$ cat config.mk
export PLATFORM = sky130hd
export DESIGN_NAME = ahb_m2s3_interconnect
export DESIGN_NICKNAME = d
export VERILOG_FILES = /design/src/rtl/ahb_pkg.sv /design/src/rtl/ahb_arbiter_m2.sv /design/src/rtl/ahb_m2s3_interconnect.sv
export SDC_FILE = /design/constraint.sdc
export NUM_CORES = 1
export LEC_CHECK = 0
export ABC_AREA = 1
export BUFFER_PORTS_ARGS = -buffer_cell sky130_fd_sc_hd__buf_2
export CAP_MARGIN = 25
export CELL_PAD_IN_SITES_DETAIL_PLACEMENT = 2
export CELL_PAD_IN_SITES_GLOBAL_PLACEMENT = 2
export CORE_MARGIN = 2
export CORE_UTILIZATION = 10
export CTS_CLUSTER_SIZE = 25
export DETAILED_ROUTE_END_ITERATION = 8
export PLACE_DENSITY_LB_ADDON = 0.1
export SLEW_MARGIN = 10
export SYNTH_ARGS = -nofsm -noshare
export SYNTH_HDL_FRONTEND = slang
export SYNTH_SLANG_ARGS = --single-unit
$ cat constraint.sdc
create_clock -name HCLK -period 3.3 [get_ports HCLK]
set_clock_uncertainty 0.05 [all_clocks]
set_input_delay 0.165 -clock HCLK [delete_from_list [all_inputs] [get_ports HCLK]]
set_output_delay 0.165 -clock HCLK [all_outputs]
set_load 0.02 [all_outputs]
$ cat src/rtl/ahb_pkg.sv
// Shared AHB-Lite encodings and helpers for the 2-master / 3-slave interconnect.
package ahb_pkg;

  typedef enum logic [1:0] {
    TransIdle   = 2'b00,
    TransBusy   = 2'b01,
    TransNonseq = 2'b10,
    TransSeq    = 2'b11
  } htrans_e;

  typedef enum logic [1:0] {
    RespOkay  = 2'b00,
    RespError = 2'b01,
    RespRetry = 2'b10,
    RespSplit = 2'b11
  } hresp_e;

  typedef enum logic [2:0] {
    SizeByte, SizeHalf, SizeWord, Size64, Size128, Size256, Size512, Size1024
  } hsize_e;

  typedef enum logic [2:0] {
    BurstSingle, BurstIncr, BurstWrap4, BurstIncr4,
    BurstWrap8, BurstIncr8, BurstWrap16, BurstIncr16
  } hburst_e;

  // Data-phase response source.
  typedef enum logic [1:0] {
    SelS0  = 2'b00,
    SelS1  = 2'b01,
    SelS2  = 2'b10,
    SelDef = 2'b11
  } dsel_e;

  // Default slave: two-cycle ERROR sequence for active transfers to unmapped space.
  typedef enum logic [1:0] {
    DsIdle = 2'b00,
    DsErr1 = 2'b01,
    DsErr2 = 2'b10
  } ds_state_e;

  // Window hit on HADDR[31:16]; 17-bit arithmetic so start+size never wraps.
  function automatic logic in_window(logic [15:0] addr_hi, logic [15:0] start,
                                     logic [15:0] size);
    logic [16:0] lo;
    logic [16:0] hi;
    lo = {1'b0, start};
    hi = {1'b0, start} + {1'b0, size};
    return ({1'b0, addr_hi} >= lo) && ({1'b0, addr_hi} < hi);
  endfunction

endpackage

$ cat src/rtl/ahb_arbiter_m2.sv
// Two-master AHB arbiter: grant generation plus address/data owner registers.
// Optional macro AHB_ROUND_ROBIN_EN selects round-robin instead of fixed priority.
module ahb_arbiter_m2 (
  input  logic       HCLK,
  input  logic       HRESETn,
  input  logic [1:0] hbusreq_i,
  input  logic       hready_i,
  output logic [1:0] hgrant_o,
  output logic       addr_owner_o,
  output logic       data_owner_o
);

  logic grant_q, grant_d;
  logic addr_owner_q, data_owner_q;

  // Next grant index, taken only at HREADY=1 points.
  always_comb begin
    grant_d = 1'b0;
`ifdef AHB_ROUND_ROBIN_EN
    if (hbusreq_i[0] && hbusreq_i[1]) begin
      grant_d = ~grant_q;
    end else if (hbusreq_i[0]) begin
      grant_d = 1'b0;
    end else if (hbusreq_i[1]) begin
      grant_d = 1'b1;
    end else begin
      grant_d = grant_q;
    end
`else
    if (hbusreq_i[0]) begin
      grant_d = 1'b0;
    end else if (hbusreq_i[1]) begin
      grant_d = 1'b1;
    end else begin
      grant_d = 1'b0;
    end
`endif
  end

  // Grant -> address owner -> data owner pipeline, advancing on HREADY.
  always_ff @(posedge HCLK) begin
    if (!HRESETn) begin
      grant_q      <= 1'b0;
      addr_owner_q <= 1'b0;
      data_owner_q <= 1'b0;
    end else if (hready_i) begin
      grant_q      <= grant_d;
      addr_owner_q <= grant_q;
      data_owner_q <= addr_owner_q;
    end
  end

  assign hgrant_o     = {grant_q, ~grant_q};
  assign addr_owner_o = addr_owner_q;
  assign data_owner_o = data_owner_q;

endmodule

$ cat src/rtl/ahb_m2s3_interconnect.sv
// AHB-Lite shared-bus interconnect, 2 masters x 3 slaves: arbiter, muxes, decoder,
// default slave and response mux. Optional macro AHB_ROUND_ROBIN_EN (see arbiter).
module ahb_m2s3_interconnect
  import ahb_pkg::*;
#(
  parameter logic [15:0] P_HSEL0_START = 16'h0000,
  parameter logic [15:0] P_HSEL0_SIZE  = 16'h0100,
  parameter logic [15:0] P_HSEL1_START = 16'h1000,
  parameter logic [15:0] P_HSEL1_SIZE  = 16'h0100,
  parameter logic [15:0] P_HSEL2_START = 16'h2000,
  parameter logic [15:0] P_HSEL2_SIZE  = 16'h0100
) (
  input  logic        HCLK,
  input  logic        HRESETn,
  input  logic        M_HBUSREQ_0,
  input  logic        M_HBUSREQ_1,
  output logic        M_HGRANT_0,
  output logic        M_HGRANT_1,
  input  logic [31:0] M_HADDR_0,
  input  logic [31:0] M_HADDR_1,
  input  logic [1:0]  M_HTRANS_0,
  input  logic [1:0]  M_HTRANS_1,
  input  logic        M_HWRITE_0,
  input  logic        M_HWRITE_1,
  input  logic [2:0]  M_HSIZE_0,
  input  logic [2:0]  M_HSIZE_1,
  input  logic [2:0]  M_HBURST_0,
  input  logic [2:0]  M_HBURST_1,
  input  logic [3:0]  M_HPROT_0,
  input  logic [3:0]  M_HPROT_1,
  input  logic [31:0] M_HWDATA_0,
  input  logic [31:0] M_HWDATA_1,
  output logic [31:0] M_HRDATA,
  output logic [1:0]  M_HRESP,
  output logic        M_HREADY,
  output logic [31:0] HADDR,
  output logic [1:0]  HTRANS,
  output logic        HWRITE,
  output logic [2:0]  HSIZE,
  output logic [2:0]  HBURST,
  output logic [3:0]  HPROT,
  output logic [31:0] HWDATA,
  output logic        HREADY,
  output logic        HSEL_0,
  output logic        HSEL_1,
  output logic        HSEL_2,
  input  logic [31:0] HRDATA_0,
  input  logic [31:0] HRDATA_1,
  input  logic [31:0] HRDATA_2,
  input  logic [1:0]  HRESP_0,
  input  logic [1:0]  HRESP_1,
  input  logic [1:0]  HRESP_2,
  input  logic        HREADY_0,
  input  logic        HREADY_1,
  input  logic        HREADY_2,
  input  logic        REMAP
);

  logic [1:0] hgrant;
  logic       addr_owner;
  logic       data_owner;
  logic       hready_mux;
  logic [2:0] hsel;
  logic [2:0] hit;
  logic [15:0] win0_start, win0_size, win1_start, win1_size;
  dsel_e      dsel_q, dsel_d;
  ds_state_e  ds_q, ds_d;

  ahb_arbiter_m2 u_arbiter (
    .HCLK         (HCLK),
    .HRESETn      (HRESETn),
    .hbusreq_i    ({M_HBUSREQ_1, M_HBUSREQ_0}),
    .hready_i     (hready_mux),
    .hgrant_o     (hgrant),
    .addr_owner_o (addr_owner),
    .data_owner_o (data_owner)
  );

  assign M_HGRANT_0 = hgrant[0];
  assign M_HGRANT_1 = hgrant[1];

  // Address/control mux from the address owner.
  always_comb begin
    HADDR  = M_HADDR_0;
    HTRANS = M_HTRANS_0;
    HWRITE = M_HWRITE_0;
    HSIZE  = M_HSIZE_0;
    HBURST = M_HBURST_0;
    HPROT  = M_HPROT_0;
    if (addr_owner) begin
      HADDR  = M_HADDR_1;
      HTRANS = M_HTRANS_1;
      HWRITE = M_HWRITE_1;
      HSIZE  = M_HSIZE_1;
      HBURST = M_HBURST_1;
      HPROT  = M_HPROT_1;
    end
  end

  assign HWDATA = data_owner ? M_HWDATA_1 : M_HWDATA_0;

  // Address decoder; REMAP swaps the slave 0 and slave 1 windows, lowest index wins.
  always_comb begin
    win0_start = REMAP ? P_HSEL1_START : P_HSEL0_START;
    win0_size  = REMAP ? P_HSEL1_SIZE  : P_HSEL0_SIZE;
    win1_start = REMAP ? P_HSEL0_START : P_HSEL1_START;
    win1_size  = REMAP ? P_HSEL0_SIZE  : P_HSEL1_SIZE;
    hit[0] = in_window(HADDR[31:16], win0_start, win0_size);
    hit[1] = in_window(HADDR[31:16], win1_start, win1_size);
    hit[2] = in_window(HADDR[31:16], P_HSEL2_START, P_HSEL2_SIZE);
    hsel   = 3'b000;
    dsel_d = SelDef;
    if (hit[0]) begin
      hsel   = 3'b001;
      dsel_d = SelS0;
    end else if (hit[1]) begin
      hsel   = 3'b010;
      dsel_d = SelS1;
    end else if (hit[2]) begin
      hsel   = 3'b100;
      dsel_d = SelS2;
    end
  end

  assign HSEL_0 = hsel[0];
  assign HSEL_1 = hsel[1];
  assign HSEL_2 = hsel[2];

  // Default slave next state: arm the error pair on an active transfer to unmapped space.
  always_comb begin
    ds_d = ds_q;
    if (hready_mux) begin
      ds_d = ((hsel == 3'b000) && HTRANS[1]) ? DsErr1 : DsIdle;
    end else if (ds_q == DsErr1) begin
      ds_d = DsErr2;
    end
  end

  // Data-phase select and default slave state registers.
  always_ff @(posedge HCLK) begin
    if (!HRESETn) begin
      dsel_q <= SelDef;
      ds_q   <= DsIdle;
    end else begin
      if (hready_mux) begin
        dsel_q <= dsel_d;
      end
      ds_q <= ds_d;
    end
  end

  // Response mux: selected slave or the default slave.
  always_comb begin
    M_HRDATA   = 32'h0;
    M_HRESP    = RespOkay;
    hready_mux = 1'b1;
    unique case (dsel_q)
      SelS0: begin
        M_HRDATA   = HRDATA_0;
        M_HRESP    = HRESP_0;
        hready_mux = HREADY_0;
      end
      SelS1: begin
        M_HRDATA   = HRDATA_1;
        M_HRESP    = HRESP_1;
        hready_mux = HREADY_1;
      end
      SelS2: begin
        M_HRDATA   = HRDATA_2;
        M_HRESP    = HRESP_2;
        hready_mux = HREADY_2;
      end
      SelDef: begin
        hready_mux = (ds_q != DsErr1);
        M_HRESP    = (ds_q == DsIdle) ? RespOkay : RespError;
      end
      default: ;
    endcase
  end

  assign M_HREADY = hready_mux;
  assign HREADY   = hready_mux;

endmodule

==> run metrics <==
Critical Path RT 3.08 ns; largest net degree at the start of global routing 46; synthesis-stage register bit count 7; Tcrit/Tclk final 76.8%; most used cell along the critical path nand2_1; post-DR wirelength/cell 15.5 µm; min Tclk post-route 2.53 ns; nets 1,113; EDFF count, synth 0; antenna violations before repair 1; Reg clk slew, reported paths 0.04 ns; CTS tree built; crit path launch u_arbiter.addr_owner_o$_SDFFE_PN0N_; chip height 150 µm; post-CTS setup buffer count 0; HP Class in2reg; Longest Clk Path Bufs 2; global-route usage over all layers 14.3%; Cell Rows 53; Pre-antenna DRT Iters 4; Worst setup EP type output pin; dpl cells 1,115; gpl congestion 0.743; Buf/Inv on CP 3; Clock Sinks 7; Slew Limit Fails 0; DRC Markers 0; register area share after synthesis 6.56%; global-route wire length before repair 25.7 mm; largest area contributor in the netlist nand2_1; Final Hold Fails 0; number of global-route vias before repair 4,811; CP Max Fanout 45; Reg2Reg Depth 11; Non-Filler Instances 1,120; worst r2r src u_arbiter.addr_owner_o$_SDFFE_PN0N_; Area Overhead vs Synth 106%; Hold Path Cell Cnt 2; crit-path cells inv_2, nand2_1, nand2_1, nor2_2, nand2_4, nor2_2, nand2_1, nand2_1, nand2_2, clkinv_1, nor2_1, buf_2; hold slack 0.123 ns; hold_sp HRESETn; Slew headroom 46.9%; Die Wd 150 µm; Syn Inst Count 480; PortBufs 381; CTS H-Tree Depth 1; worst-margin pin slew 0.796 ns; final setup fails 0; hold endpoint dsel_q[1]$_SDFFE_PN1N_; Max Cap Violations 0; syn_area_per_cell 4.45 µm²; startpoint class of the critical path flip-flop; GRT overflow 0; Area contributors post-synth nand2_1, nand3_1, dfxtp_1; leakage power 2.83 nW; most frequent cells in the layout buf_2, nand2_1, nand3_1; die area 22,500 µm²; crit path DAT 2.32 ns; slowest CP cell inv_2; area share of the largest cell type after synthesis 59.1%; Net Count, Synth 748; post-synth cell types 26; dpl hpwl 15.1 mm; most common cell after layout, fill and taps aside buf_2; Routed Antenna Nets 0; Power per Cell Area 768 nW/µm²; clk_lat worst skew 0.24 ns; fmax 395 MHz; Setup CP Type reg2out; Storage cell area 141 µm²; crit-path max cell delay 0.60 ns; Via-to-Cell Ratio 3.92; Main synth FF type dfxtp_1; CTS Hold Bufs 0; ys async rst share 0%; core area 21,000 µm²; RR Endpoint ds_q[0]$_SDFFE_PN0P_; TritonCTS buffer count 3; outcome completed; initial core utilization 10.2%; post-CTS sizing 0; area of the multi-input gates 1810 µm²; Reg2Reg Setup Slack 1.19 ns; layout cells sized above 1 49.6%; number of I/O pins 382; wirelength, routed 17.4 mm; TNS Setup 0 ns; RSZ-0062 raised after global routing false; Post-Syn Area 2140 µm²; Initial DRC Count 51; YS warnings 0; Max rail drop VDD 0.197 mV; clock root cell clkbuf_16; # fillers 2,742; power consumption 0.00338 W; CP top delay family buffers and inverters; routed via count 4,393
[report_power, final]
part           switching [W]  leakage (nW)  internal, W
registers          0.0000442        0.0580     0.000121
clock network      0.0000533        0.0382     0.000162
logic                0.00208          2.73     0.000919
total                0.00218          2.83      0.00120
[cells by family (layout without fill, tap and decap cells)]
kind of cell / after synthesis / in the layout / synth area share (%)
AO/OA/AOI/OAI: 14 / 14 / 4.57
flip-flops: 7 / 7 / 6.56
AND/OR/NAND/NOR: 412 / 412 / 77.6
buffers and inverters: 43 / 407 / 8.96
adder cells (fa/ha/maj): 4 / 4 / 2.34
other: 0 / 1 / 0
[routing by layer]
layer	wire length, µm	part of all wire [%]	track usage, %
met1	6190	36	14.7
met2	9370	54	29.1
met3	1650	9.5	3.42
met4	161	0.93	2.50
met5	0	0	0
[stage by stage]
step	worst slack (ns)	utilization, %	instance area [µm²]
floorplan	1.32	-	2140
global placement	1.05	20.4	4290
detailed placement	0.951	20.6	4320
CTS	0.690	20.9	4400
global route	0.519	20.9	4400
finish	0.766	20.9	4400
[registers in the layout (all words and copies together) (netlist names)]
signal,flops
dsel_q,2
u_arbiter.grant_q,1
ds_q,2
u_arbiter.data_owner_o,1
u_arbiter.addr_owner_o,1
[cell type report]
type / instances / share of cell area [%]
Sequential cell: 7 / 3.21
Clock buffer: 4 / 1.79
Antenna cell: 1 / 0.0569
Timing Repair Buffer: 386 / 44.6
Tap cell: 275 / 7.82
Inverter: 17 / 1.45
Multi-Input combinational cell: 430 / 41.0
[synth_stat cells, types with 2 or more instances]
cell	instances
ha_1	4
nand3_1	38
nand2_1	336
nor2_2	5
buf_4	2
buf_6	2
buf_2	6
a21oi_1	6
o21ai_0	2
nor2_1	16
inv_1	11
dfxtp_1	7
inv_2	5
clkbuf_1	15
nand2_2	14
[worst max-delay path by stage]
stage	to	slack [ns]	depth (start not counted)
3_5_place_dp	HSEL_1	0.95	8
5_1_grt	HSEL_1	0.52	12
6_report	HSEL_1	0.77	12
3_3_place_gp	HSEL_1	1.05	12
2_1_floorplan	HSEL_1	1.32	10
4_1_cts	HSEL_1	0.69	8
(Power assumes the default switching activity.)
